--- config.mk ---
export PLATFORM = sky130hd
export DESIGN_NAME = if_id_hazard_ctrl
export DESIGN_NICKNAME = d
export VERILOG_FILES = /design/src/rtl/if_id_hazard_ctrl.sv
export SDC_FILE = /design/constraint.sdc
export NUM_CORES = 1
export LEC_CHECK = 0
export CORE_MARGIN = 5
export CORE_UTILIZATION = 49
export CTS_CLUSTER_SIZE = 14
export DETAILED_ROUTE_END_ITERATION = 6
export HOLD_SLACK_MARGIN = 0.02
export PLACE_DENSITY = 0.86
export SLEW_MARGIN = 10
export SYNTH_ARGS = -nofsm -noshare
export SYNTH_HDL_FRONTEND = slang
export SYNTH_SLANG_ARGS = --single-unit
--- constraint.sdc ---
create_clock -name clk -period 5.7 [get_ports clk]
set_input_delay 1.425 -clock clk [delete_from_list [all_inputs] [get_ports clk]]
set_output_delay 1.425 -clock clk [all_outputs]
set_load 0.02 [all_outputs]
--- src/rtl/if_id_hazard_ctrl.sv ---
// IF/ID pipeline sequencer: chooses advance, stall, flush or freeze each cycle and
// drives PC/IF-ID enables plus an ID/EX bubble, with saturating stall/flush counters.
module if_id_hazard_ctrl #(
  parameter int LOAD_STALL_CYCLES = 1,
  parameter int FLUSH_CYCLES      = 1,
  parameter int CNT_W             = 16
) (
  input  logic             clk,
  input  logic             reset,
  input  logic [4:0]       id_rs1,
  input  logic [4:0]       id_rs2,
  input  logic             id_uses_rs1,
  input  logic             id_uses_rs2,
  input  logic [4:0]       ex_rd,
  input  logic             ex_mem_read,
  input  logic             branch_taken,
  input  logic             imem_ready,
  input  logic             dmem_ready,
  output logic             pc_we,
  output logic             if_id_we,
  output logic             if_id_flush,
  output logic             id_ex_bubble,
  output logic [CNT_W-1:0] stall_cnt,
  output logic [CNT_W-1:0] flush_cnt
);

  localparam logic [1:0] S_RUN        = 2'd0;
  localparam logic [1:0] S_MEM_WAIT   = 2'd1;
  localparam logic [1:0] S_FLUSH      = 2'd2;
  localparam logic [1:0] S_LOAD_STALL = 2'd3;

  localparam logic [2:0] FLUSH_RELOAD = 3'(FLUSH_CYCLES - 1);
  localparam logic [2:0] LOAD_RELOAD  = 3'(LOAD_STALL_CYCLES - 1);

  logic [1:0]       r_state;
  logic [2:0]       r_cnt;
  logic             r_br_pend;
  logic [CNT_W-1:0] r_stall_cnt;
  logic [CNT_W-1:0] r_flush_cnt;

  logic [1:0] w_state_next;
  logic [2:0] w_cnt_next;
  logic       w_pend_next;
  logic       w_flush_inc;
  logic       w_run_eval;
  logic       w_pc_we;
  logic       w_if_id_we;
  logic       w_flush;
  logic       w_bubble;
  logic       w_mem_busy;
  logic       w_load_use;
  logic       w_br;

  assign w_mem_busy = !imem_ready || !dmem_ready;
  assign w_load_use = ex_mem_read && (ex_rd != 5'd0) &&
                      ((id_uses_rs1 && (id_rs1 == ex_rd)) ||
                       (id_uses_rs2 && (id_rs2 == ex_rd)));
  // A branch that arrived while frozen is replayed from the pending bit.
  assign w_br = branch_taken || r_br_pend;

  always_comb begin
    w_state_next = r_state;
    w_cnt_next   = r_cnt;
    w_pend_next  = r_br_pend;
    w_flush_inc  = 1'b0;
    w_run_eval   = 1'b0;
    w_pc_we      = 1'b0;
    w_if_id_we   = 1'b0;
    w_flush      = 1'b0;
    w_bubble     = 1'b0;

    case (r_state)
      S_FLUSH: begin
        if (w_mem_busy) begin
          w_pend_next = w_br;
        end else begin
          w_pc_we     = 1'b1;
          w_flush     = 1'b1;
          w_bubble    = 1'b1;
          w_pend_next = 1'b0;
          if (w_br) begin
            w_cnt_next  = FLUSH_RELOAD;
            w_flush_inc = 1'b1;
          end else if (r_cnt == 3'd1) begin
            w_state_next = S_RUN;
          end else begin
            w_cnt_next = r_cnt - 3'd1;
          end
        end
      end
      S_LOAD_STALL: begin
        if (w_mem_busy) begin
          w_pend_next = w_br;
        end else if (w_br) begin
          w_run_eval = 1'b1;
        end else begin
          w_bubble = 1'b1;
          if (r_cnt == 3'd1) w_state_next = S_RUN;
          else               w_cnt_next   = r_cnt - 3'd1;
        end
      end
      default: w_run_eval = 1'b1;
    endcase

    // MEM_WAIT shares the RUN decision so leaving it costs no dead cycle.
    if (w_run_eval) begin
      if (w_mem_busy) begin
        w_pend_next  = w_br;
        w_state_next = S_MEM_WAIT;
      end else if (w_br) begin
        w_pc_we      = 1'b1;
        w_flush      = 1'b1;
        w_bubble     = 1'b1;
        w_pend_next  = 1'b0;
        w_flush_inc  = 1'b1;
        w_cnt_next   = FLUSH_RELOAD;
        w_state_next = (FLUSH_CYCLES > 1) ? S_FLUSH : S_RUN;
      end else if (w_load_use) begin
        w_bubble     = 1'b1;
        w_cnt_next   = LOAD_RELOAD;
        w_state_next = (LOAD_STALL_CYCLES > 1) ? S_LOAD_STALL : S_RUN;
      end else begin
        w_pc_we      = 1'b1;
        w_if_id_we   = 1'b1;
        w_state_next = S_RUN;
      end
    end
  end

  always_ff @(posedge clk or posedge reset) begin
    if (reset) begin
      r_state     <= S_RUN;
      r_cnt       <= 3'd0;
      r_br_pend   <= 1'b0;
      r_stall_cnt <= '0;
      r_flush_cnt <= '0;
    end else begin
      r_state   <= w_state_next;
      r_cnt     <= w_cnt_next;
      r_br_pend <= w_pend_next;
      if (!w_pc_we && (r_stall_cnt != {CNT_W{1'b1}}))
        r_stall_cnt <= r_stall_cnt + 1'b1;
      if (w_flush_inc && (r_flush_cnt != {CNT_W{1'b1}}))
        r_flush_cnt <= r_flush_cnt + 1'b1;
    end
  end

  assign pc_we        = !reset && w_pc_we;
  assign if_id_we     = !reset && w_if_id_we;
  assign if_id_flush  = reset || w_flush;
  assign id_ex_bubble = reset || w_bubble;
  assign stall_cnt    = r_stall_cnt;
  assign flush_cnt    = r_flush_cnt;

endmodule

# == Word-level counts from Yosys, hierarchy flattened ==
# Index checks and enable logic that the tools add are counted.
# word_totals
out_inout_bits,36
ff_bits,38
elab_cells,88
# op_classes
reduce_logical,22
muxes,49
eq_ne,9
n_addsub,3
# ops
op,count
"adder 16 x 1 -> 16 bit, second input constant",2
"!= test 16 bit, second input constant",2
2-to-1 mux 1 bit,31
2-to-1 mux 3 bit,9
== test 5 bit,2
2-to-1 mux 2 bit,5
logical AND 1 bit,8
case mux 1 bit (2 select lines),3
case mux 3 bit (2 select lines),1
logical OR 1 bit,5
nonzero test 5 bit,1
"== test 2 bit, second input constant",2
zero test 1 bit,4
"!= test 2 bit, second input constant",2
AND reduction 4 bit,1
nonzero test 2 bit,2
"== test 3 x 1 -> 1 bit, second input constant",1
"subtractor 3 x 1 -> 3 bit, second input constant",1
OR reduction 2 bit,1

# == Longest topological paths before layout ==
# Gate-level depths: netlist of the first run.
# logic_depth
depth_word,10
depth_mapped,7

# == Least setup slack after synthesis of the first run ==
# Ideal clock, no wire load.
# synth_path
kind,input port to output port
from,in ex_rd[1]
to,out if_id_we
t_required_ns,4.275
t_arrival_ns,3.042
slack_ns,1.233
n_path_buf,0
cell_stages,4
path_cell_list,or4_1 -> o21ai_2 -> and2b_2 -> nor4b_1
# synth_via
elab_chain_cells,9
# synth_lines
element,line_no,text
"start, declared",14,"input logic [4:0] ex_rd,"
== test 5 bit (on tied branches),"56, 57",
logical AND 1 bit (on tied branches),"56, 57",
logical OR 1 bit,56,((id_uses_rs1 && (id_rs1 == ex_rd)) ||
logical AND 1 bit (*),55,assign w_load_use = ex_mem_read && (ex_rd != 5'd0) &&
2-to-1 mux 1 bit (*),118,end else if (w_load_use) begin
2-to-1 mux 1 bit (*),110,end else if (w_br) begin
2-to-1 mux 1 bit (*),107,if (w_mem_busy) begin
2-to-1 mux 1 bit (*),106,if (w_run_eval) begin
logical AND 1 bit (*),149,assign if_id_we = !reset && w_if_id_we;
"end, declared",20,"output logic if_id_we,"
# Every way passes the cells marked *; elsewhere a longest branch is shown, timed or not.

# == Worst setup path after layout of the first run ==
# Ends and elaborated chain as after synthesis.

==> results.md, run 1 <==
Setup path:
- The worst setup path is captured at an output pin.
- The worst register-to-register path begins at stall_cnt[0].
- The slowest stage of the critical path is the sky130_fd_sc_hd__clkdlybuf4s50_1 cell.
- The most common cell type on the critical path is sky130_fd_sc_hd__clkdlybuf4s50_1.
- STA puts the critical path data arrival time at 3.72 ns.
- The logic depth of the worst register-to-register path is 7.
- The delay of the slowest cell on the worst path is 0.66 ns.
- The type of the worst setup path is primary input to output pin.
- The worst flop-to-flop path endpoint is stall_cnt[1].
- Data on the critical path is required at its endpoint by 4.28 ns.
- The worst setup slack for register-to-register paths is ~3.5 ns.
- STA classifies the critical path startpoint as a primary input.
- Walking the worst path, the cells encountered are clkdlybuf4s50_1, or4_1, o21ai_2, and2b_2, nor4b_1, clkdlybuf4s50_1.
- Along the worst path, the maximum fanout reaches 3.

Clock tree:
- The quantity of hold-fixing buffers added after cts is 0.
- The clock passes through at most 2 buffers.
- The CTS clock-pin slew for the worst setup and hold paths is 0.07 ns.
- For this design, the sink count on the clock tree is 33.
- For the worst-skew pair, the clock arrives at the later sink with an insertion delay of approximately 0.29 ns.
- The depth of the CTS H-tree is 2.
- After clock tree synthesis, the repair step resized 0 gates.
- The post-CTS setup-driven buffer insertion count is 0.
- The cell at the root of the clock tree is sky130_fd_sc_hd__clkbuf_8.
- The CTS tree is built.
- In this run, CTS created clock tree buffers numbering 5.

Run:
- Max-cap violations in this run came to 0.

Routing:
- The number of design-rule violations left by the first detailed-router iteration is 69.
- In this run the remaining antenna-violating nets after routing total 0.
- The vias after detailed routing is 1446.
- The average vias per placed instance is between 5 and 6.
- The first TritonRoute pass finished after 4 iterations.
- The post-detailed-route wirelength per cell is 13.9 um.
- For this block, the routed nets add up to 3.84 mm of wire.
- In the routed design, unresolved DRC markers number 0.

Floorplan:
- The initial utilization of the core area, before any placement, comes to 0.499.
- In this run the standard cell core region covers ~0.0036 mm^2.
- The top-level port count is 59.
- After floorplanning, the core was divided into 22 placement rows.
- The die span in y is 70.8 um.
- The floorplan step defined a die boundary enclosing 0.00501 mm^2.
- The x dimension of the die is 70.8 um.

Yosys:
- The number of cells produced by synthesis is 163.
- During synthesis, Yosys emitted a total of 0 warnings.
- The per-instance average area after synthesis is between 10 and 15 um^2.
- The number of flip-flops and latches in the synthesized netlist is 33.
- Counting every net in the synthesized netlist gives 188.
- The synthesized netlist occupies a cell area of 0.00181 mm^2.
- The netlist uses 37 different library cells.
- The share of the Yosys chip area taken by registers is 0.456.

Min path:
- The launch instance of the worst min-delay path is flush_cnt[5].
- The path class of the tightest hold or removal check is flop to flop.
- Along the worst hold path, the cell count comes to 1.
- The worst hold path terminates at flush_cnt[5].

Pwr:
- The power density relative to cell area is just over 300 mW/mm^2.
- The static power due to leakage is between 1 and 1.5 nW.
- The total power is 0.772 mW.
- The peak ir drop on the vdd network is 228 uV.

Place:
- The count of port buffers added during placement is 58.
- Routability-driven placement finished with a final weighted congestion of 0.768.
- The placed wire-length estimate is 2.97 mm.
- Prior to clock tree synthesis, the placed netlist has a worst setup slack of 0.555 ns.
- The standard cell area after detailed placement is 0.00243 mm^2.

STA:
- The final critical-path setup slack is 0.552 ns.
- Setup repair after global routing left no endpoint under its margin.
- Measured against its own limit, the worst slew margin works out to 0.719.
- In the final timing run, aggregate negative setup slack is 0 ns.
- Dividing the final minimum period by the clock period gives 0.903.
- The worst hold-check slack is roughly 0.50 ns.
- For the final database, setup skew stands at 0.00746 ns.
- The final max-slew violation count is 0.
- The maximum clock frequency is 194 MHz.
- The slew at the pin closest to its max-slew limit is 0.420 ns.
- The total setup violations reported at the end of the flow is 0.
- The number of hold violations in the final report was 0.
- The final critical-path required period is 5.15 ns.

Global route:
- The total global routing track utilization is 0.160.
- The via count of the first global-routing pass came to 1408.
- The total grt overflow is 0.
- The first global-routing pass estimated 6.41 mm of wire.
- The number of antenna violations at the first check in global routing came to 0.
- The largest net degree at the start of global routing is 34.

Status:
- The run finished with clean final reports.

Cells and area:
- In the layout the commonest cells are sky130_fd_sc_hd__clkdlybuf4s50_1, sky130_fd_sc_hd__xnor2_1, sky130_fd_sc_hd__dfrtp_1.
- 0 antenna diodes ended up in the layout.
- The layout net count is 252.
- Relative to the synthesized area, the layout overhead comes to 39.0%.
- Leaving out fill and tap cells, the most frequent cell in the layout is sky130_fd_sc_hd__clkdlybuf4s50_1.
- The fraction of layout cells with a size suffix above 1 is 0.127.
- The final cell area excluding filler cells is 0.00252 mm^2.
-- flip-flops by register name (all words and copies together) (netlist names) --
register   cells
stall_cnt     16
flush_cnt     16
r_br_pend      1
-- metrics by stage --
step	utilization	std cells
3_5_place_dp	0.670	268
3_3_place_gp	0.670	268
4_1_cts	0.693	276
6_report	0.693	276
2_1_floorplan	-	163
5_1_grt	0.693	276
-- logic make-up (layout without fill, tap and decap cells) --
| kind of cell | count (synthesis) | in the layout | synth area share |
|---|---|---|---|
| flops | 33 | 33 | 0.456 |
| fa+ha+maj | 2 | 2 | 0.0138 |
| compound gates | 10 | 10 | 0.0414 |
| simple gates | 74 | 74 | 0.271 |
| mux | 3 | 3 | 0.0186 |
| xor+xnor | 38 | 38 | 0.184 |
| buf+inv | 3 | 68 | 0.0159 |
-- Yosys cell counts --
master / number / area, um^2
sky130_fd_sc_hd__o21ai_2: 1 / 8.76
sky130_fd_sc_hd__nand2b_1: 1 / 6.26
sky130_fd_sc_hd__dfrtp_1: 33 / 826
sky130_fd_sc_hd__or2_2: 1 / 6.26
sky130_fd_sc_hd__and3_1: 11 / 68.8
sky130_fd_sc_hd__o21ai_0: 1 / 5.00
sky130_fd_sc_hd__and2b_2: 1 / 8.76
sky130_fd_sc_hd__a21oi_1: 3 / 15.0
sky130_fd_sc_hd__nand4_1: 14 / 87.6
sky130_fd_sc_hd__nand3_2: 6 / 60.1
sky130_fd_sc_hd__a211oi_1: 1 / 7.51
sky130_fd_sc_hd__and2_2: 1 / 7.51
sky130_fd_sc_hd__o31a_1: 1 / 8.76
sky130_fd_sc_hd__xnor2_1: 33 / 289
sky130_fd_sc_hd__and2_1: 1 / 6.26
sky130_fd_sc_hd__buf_12: 1 / 20.0
sky130_fd_sc_hd__ha_1: 2 / 25.0
sky130_fd_sc_hd__and4_1: 1 / 8.76
sky130_fd_sc_hd__nor2_1: 7 / 26.3
sky130_fd_sc_hd__nand2_2: 2 / 12.5
sky130_fd_sc_hd__nand2_1: 13 / 48.8
sky130_fd_sc_hd__nand3_1: 5 / 25.0
sky130_fd_sc_hd__nor3_1: 2 / 10.0
sky130_fd_sc_hd__nand3_4: 1 / 17.5
sky130_fd_sc_hd__or4_1: 1 / 7.51
sky130_fd_sc_hd__mux2_2: 1 / 11.3
sky130_fd_sc_hd__o22ai_1: 1 / 6.26
sky130_fd_sc_hd__nor4_4: 1 / 21.3
sky130_fd_sc_hd__a21o_4: 1 / 15.0
sky130_fd_sc_hd__inv_1: 1 / 3.75
sky130_fd_sc_hd__a31o_2: 1 / 8.76
sky130_fd_sc_hd__xor2_1: 5 / 43.8
sky130_fd_sc_hd__buf_2: 1 / 5.00
sky130_fd_sc_hd__mux2_1: 2 / 22.5
sky130_fd_sc_hd__nor4b_1: 1 / 8.76
sky130_fd_sc_hd__nand4_2: 3 / 37.5
sky130_fd_sc_hd__nor4b_2: 1 / 15.0
-- worst max-delay path, delay by kind of cell --
family | cells | cell delay [ns]
AO/OA/AOI/OAI | 1 | 0.14
buffers and inverters | 2 | 1.12
AND/OR/NAND/NOR | 3 | 1.03
-- final cells by class --
class | instances | area, um^2
flip-flops and latches | 33 | 826
clock inverters | 2 | 10.0
fillers | 288 | 1120
inverters | 1 | 3.75
clock buffers | 6 | 72.6
multi-input cells | 127 | 957
well taps | 48 | 60.1
repair buffers | 59 | 588
-- routing by layer --
metal | GRT usage | routed length (um)
met5 | 0 | 0
met1 | 0.203 | 1630
met2 | 0.262 | 1940
met4 | 0.0564 | 55
met3 | 0.0440 | 219
-- where the power goes --
| part | internal (mW) | total, mW | switching [mW] |
|---|---|---|---|
| registers | 0.277 | 0.328 | 0.0512 |
| clock network | 0.0845 | 0.169 | 0.0841 |
| logic | 0.141 | 0.275 | 0.133 |
| total | 0.503 | 0.772 | 0.269 |
-- how the worst max path moves through the flow --
stage	slack (ns)	end	from	depth (start not counted)
after floorplan	1.23	if_id_we	ex_rd[1]	4
after global routing	0.48	if_id_we	ex_rd[1]	6
after CTS	0.55	if_id_we	ex_rd[1]	6
after detailed placement	0.55	if_id_we	ex_rd[1]	6
after global placement	0.58	if_id_we	ex_rd[1]	6
final	0.55	if_id_we	ex_rd[1]	6
Note: power is estimated with default switching activity, not from simulation.
==> run 2: changes to the inputs <==
--- a/config.mk
+++ b/config.mk
@@ -6,11 +6,11 @@
 export NUM_CORES = 1
 export LEC_CHECK = 0
 export CORE_MARGIN = 5
-export CORE_UTILIZATION = 49
+export CORE_UTILIZATION = 46
 export CTS_CLUSTER_SIZE = 14
 export DETAILED_ROUTE_END_ITERATION = 6
 export HOLD_SLACK_MARGIN = 0.02
-export PLACE_DENSITY = 0.86
+export PLACE_DENSITY = 0.82
 export SLEW_MARGIN = 10
 export SYNTH_ARGS = -nofsm -noshare
 export SYNTH_HDL_FRONTEND = slang
==> constraint.sdc (replaced) <==
create_clock -name clk -period 5.76 [get_ports clk]
set_input_delay 1.44 -clock clk [delete_from_list [all_inputs] [get_ports clk]]
set_output_delay 1.44 -clock clk [all_outputs]
set_load 0.02 [all_outputs]
==> run 2 against run 1 <==
Core utilization decreased by 1.1 points. Clock-buffer cell count increased by 1. Final area increased by 1.3%. Critical path depth unchanged. Final cell count unchanged. Combinational power decreased by 3%. First-iteration DRC count decreased by 16%. Largest cell class unchanged. Sequential power decreased by 1%. Die area increased by 5.6%.
==> results.md, run 2 (synthesized netlist as in run 1, its figures left out) <==
Status:
- The flow ran to the end, and the final reports show no timing, DRC or antenna violations.

Cells and area:
- Leaving out fill and tap cells, the most frequent cell in the layout is sky130_fd_sc_hd__clkdlybuf4s50_1.
- From synthesis to final layout, the design area changed by 40.8%.
- The net count of the finished layout is 252.
- Measured on the finished design, the core utilization comes to 0.681.
- 0 antenna diodes ended up in the layout.
- The number of fill cells is 323.
- Once layout is done, the placed cells without fillers occupy 0.00255 mm^2.
- The filler-free cell count of the finished design is 276.
- In the layout the commonest cells are sky130_fd_sc_hd__clkdlybuf4s50_1, sky130_fd_sc_hd__xnor2_1, sky130_fd_sc_hd__dfrtp_1.
- The fraction of layout cells with a size suffix above 1 is 0.127.

Run:
- Across the run, the number of max-cap violations was 0.

Clock tree:
- Buffers inserted during clock tree synthesis total 5.
- The cell at the root of the clock tree is sky130_fd_sc_hd__clkbuf_8.
- The clock latency of the later-clocked register in the worst-skew pair is 0.28 ns.
- After clock tree synthesis, the repair step resized 0 gates.
- TritonCTS built the clock tree.
- Once the clock tree was built, the setup fixing pass inserted 0 buffers.
- The clock net sink count is 33.
- The quantity of hold-fixing buffers added after cts is 0.
- The clock tree synthesis step divided the H-tree into 2 levels.
- The CTS clock-pin slew for the worst setup and hold paths is 0.07 ns.
- The clock passes through at most 2 buffers.

STA:
- The maximum clock frequency is between 150 and 200 MHz.
- The final max-slew violation count is 0.
- The final clock period utilization by the worst path is 0.921.
- Counting I/O delays and the setup requirement, the final critical path takes between 5 and 6 ns.
- The total setup violations reported at the end of the flow is 0.
- The setup skew after layout is roughly 0.0061 ns.
- Headroom to the max-slew limit came out at 0.700.
- Setup repair after global routing left no endpoint under its margin.
- The worst hold-check slack is 0.489 ns.
- The total negative setup slack is 0 ns.
- The slew at the pin closest to its max-slew limit is 0.449 ns.
- The number of hold violations in the final report is 0.
- The final critical-path setup slack is 0.454 ns.

Floorplan:
- The top-level port count is 59.
- The placeable core region is 0.00374 mm^2.
- In this run the core area contains 22 standard-cell rows.
- The die covers between 0.005 and 0.006 mm^2.
- In this run the vertical extent of the chip is around 73 um.
- For this configuration, the core starts out at a cell density of 0.484.
- The x dimension of the die is 72.8 um.

Setup path:
- The critical path runs through a total of 6 cells.
- The logic depth of the worst register-to-register path is 7.
- The worst reg2reg path startpoint is stall_cnt[0].
- The highest-delay cell along the critical path is sky130_fd_sc_hd__clkdlybuf4s50_1.
- The type of the worst setup path is primary input to output pin.
- The element type at the critical path start is a primary input.
- The worst path buffer plus inverter count is 2.
- The delay of the slowest cell on the worst path is 0.67 ns.
- On the critical path the largest part of the delay comes from buffers and inverters.
- The worst setup slack for register-to-register paths is 3.53 ns.
- The launch point of the worst path is ex_rd[1].
- STA puts the critical path data required time at approximately 4.3 ns.
- The worst setup path is captured at an output pin.
- Traced cell by cell, the critical path runs through clkdlybuf4s50_1, or4_1, o21ai_2, and2b_2, nor4b_1, clkdlybuf4s50_1.
- The arrival time of data at the critical path endpoint is between 3 and 4 ns.
- In this run the worst path has a maximum fanout of 3.
- The termination of the worst setup path is if_id_we.
- The most common cell type on the critical path is sky130_fd_sc_hd__clkdlybuf4s50_1.
- In this run the critical register-to-register path is captured at stall_cnt[1].

Global route:
- The number of antenna violations at the first check in global routing is 0.
- The first global-routing pass estimated 6.89 mm of wire.
- The via count of the first global-routing pass came to 1444.
- The total grt overflow is 0.
- In the global route stage, overall resource usage came out at 0.168.
- Entering global routing, the biggest net connects 34 pins.

Routing:
- After detailed routing, the number of vias per cell comes to between 5 and 6.
- In the routed design, unresolved DRC markers number 0.
- Across all layers, the routed design uses 1462 vias.
- The remaining antenna violation count is 0.
- The number of search-and-repair iterations in the first detailed-routing pass is 5.
- The post-detailed-route wirelength per cell is 14.7 um.
- The sum of routed wire length over all layers is around 4.1 mm.
- For this block, the initial DRC count from the detailed router was 58.

Pwr:
- The switching power is 0.259 mW.
- The analysis attributes to cell leakage a power of 1.03 nW.
- The combinational share of power is 0.330.
- The total power is 0.814 mW.
- The peak ir drop on the vdd network is ~250 uV.
- The fraction of power spent switching nets is 0.318.
- Of the total power, registers draw 0.398.
- The internal power consumption is 0.555 mW.
- The portion of total power attributed to the clock network is 0.272.
- Power spread over the standard cell area amounts to approximately 320 mW/mm^2.

Place:
- In this run, placement finished with an instance count of between 200 and 300.
- The count of port buffers added during placement is between 50 and 60.
- The wire-length estimate of the detail-placed layout is around 3.2 mm.
- The standard cell area after detailed placement is 0.00243 mm^2.
- Prior to clock tree synthesis, the placed netlist has a worst setup slack of 0.446 ns.
- The final weighted congestion in routability-driven placement is ~0.78.

Min path:
- The path type of the worst min-delay path is flop to flop.
-- run 2: cell count changes in the layout (fill, tap and decap cells not counted), sizes merged --
cell,delta
clkinv,-2
clkbuf,+1
bufinv,+1
-- run 2: routing by layer --
layer | up-vias | share of wire | global-route usage
met5 | - | 0 | 0
li1 | 711 | - | -
met3 | 7 | 0.052 | 0.0510
met1 | 703 | 0.41 | 0.206
met4 | 0 | 0.013 | 0.0533
met2 | 41 | 0.52 | 0.282
-- run 2: worst min-delay path by stage --
stage / start / cells after the start / slack, ns / to
finish: flush_cnt[15] / 1 / 0.49 / flush_cnt[15]
CTS: flush_cnt[15] / 1 / 0.49 / flush_cnt[15]
floorplan: r_br_pend / 2 / 0.52 / r_br_pend
global placement: flush_cnt[5] / 1 / 0.48 / flush_cnt[5]
global route: flush_cnt[15] / 1 / 0.51 / flush_cnt[15]
detailed placement: flush_cnt[15] / 1 / 0.49 / flush_cnt[15]
-- run 2: cell type report --
| type | count | area, um^2 | area share |
|---|---|---|---|
| multi-input combinational | 127 | 957 | 0.375 |
| sequential | 33 | 826 | 0.324 |
| timing repair buffer | 59 | 588 | 0.231 |
| clock buffer | 7 | 86.3 | 0.0338 |
| tap | 48 | 60.1 | 0.0235 |
| clock inverter | 1 | 30.0 | 0.0118 |
| inverter | 1 | 3.75 | 0.00147 |
-- run 2: power by group through the flow --
stage	logic, mW	registers (mW)	clock network [mW]
2_1_floorplan	0.103	0.370	0
3_3_place_gp	0.266	0.327	0
3_5_place_dp	0.271	0.329	0
4_1_cts	0.272	0.325	0.228
5_1_grt	0.288	0.335	0.236
6_report	0.268	0.324	0.222
==> run 3: changes to the inputs <==
--- a/config.mk
+++ b/config.mk
@@ -9,6 +9,7 @@
 export CORE_UTILIZATION = 46
 export CTS_CLUSTER_SIZE = 14
 export DETAILED_ROUTE_END_ITERATION = 6
+export GPL_ROUTABILITY_DRIVEN = 0
 export HOLD_SLACK_MARGIN = 0.02
 export PLACE_DENSITY = 0.82
 export SLEW_MARGIN = 10
==> results of run 3 <==
The final DEF is identical to that of run 2; final timing and power are the same.
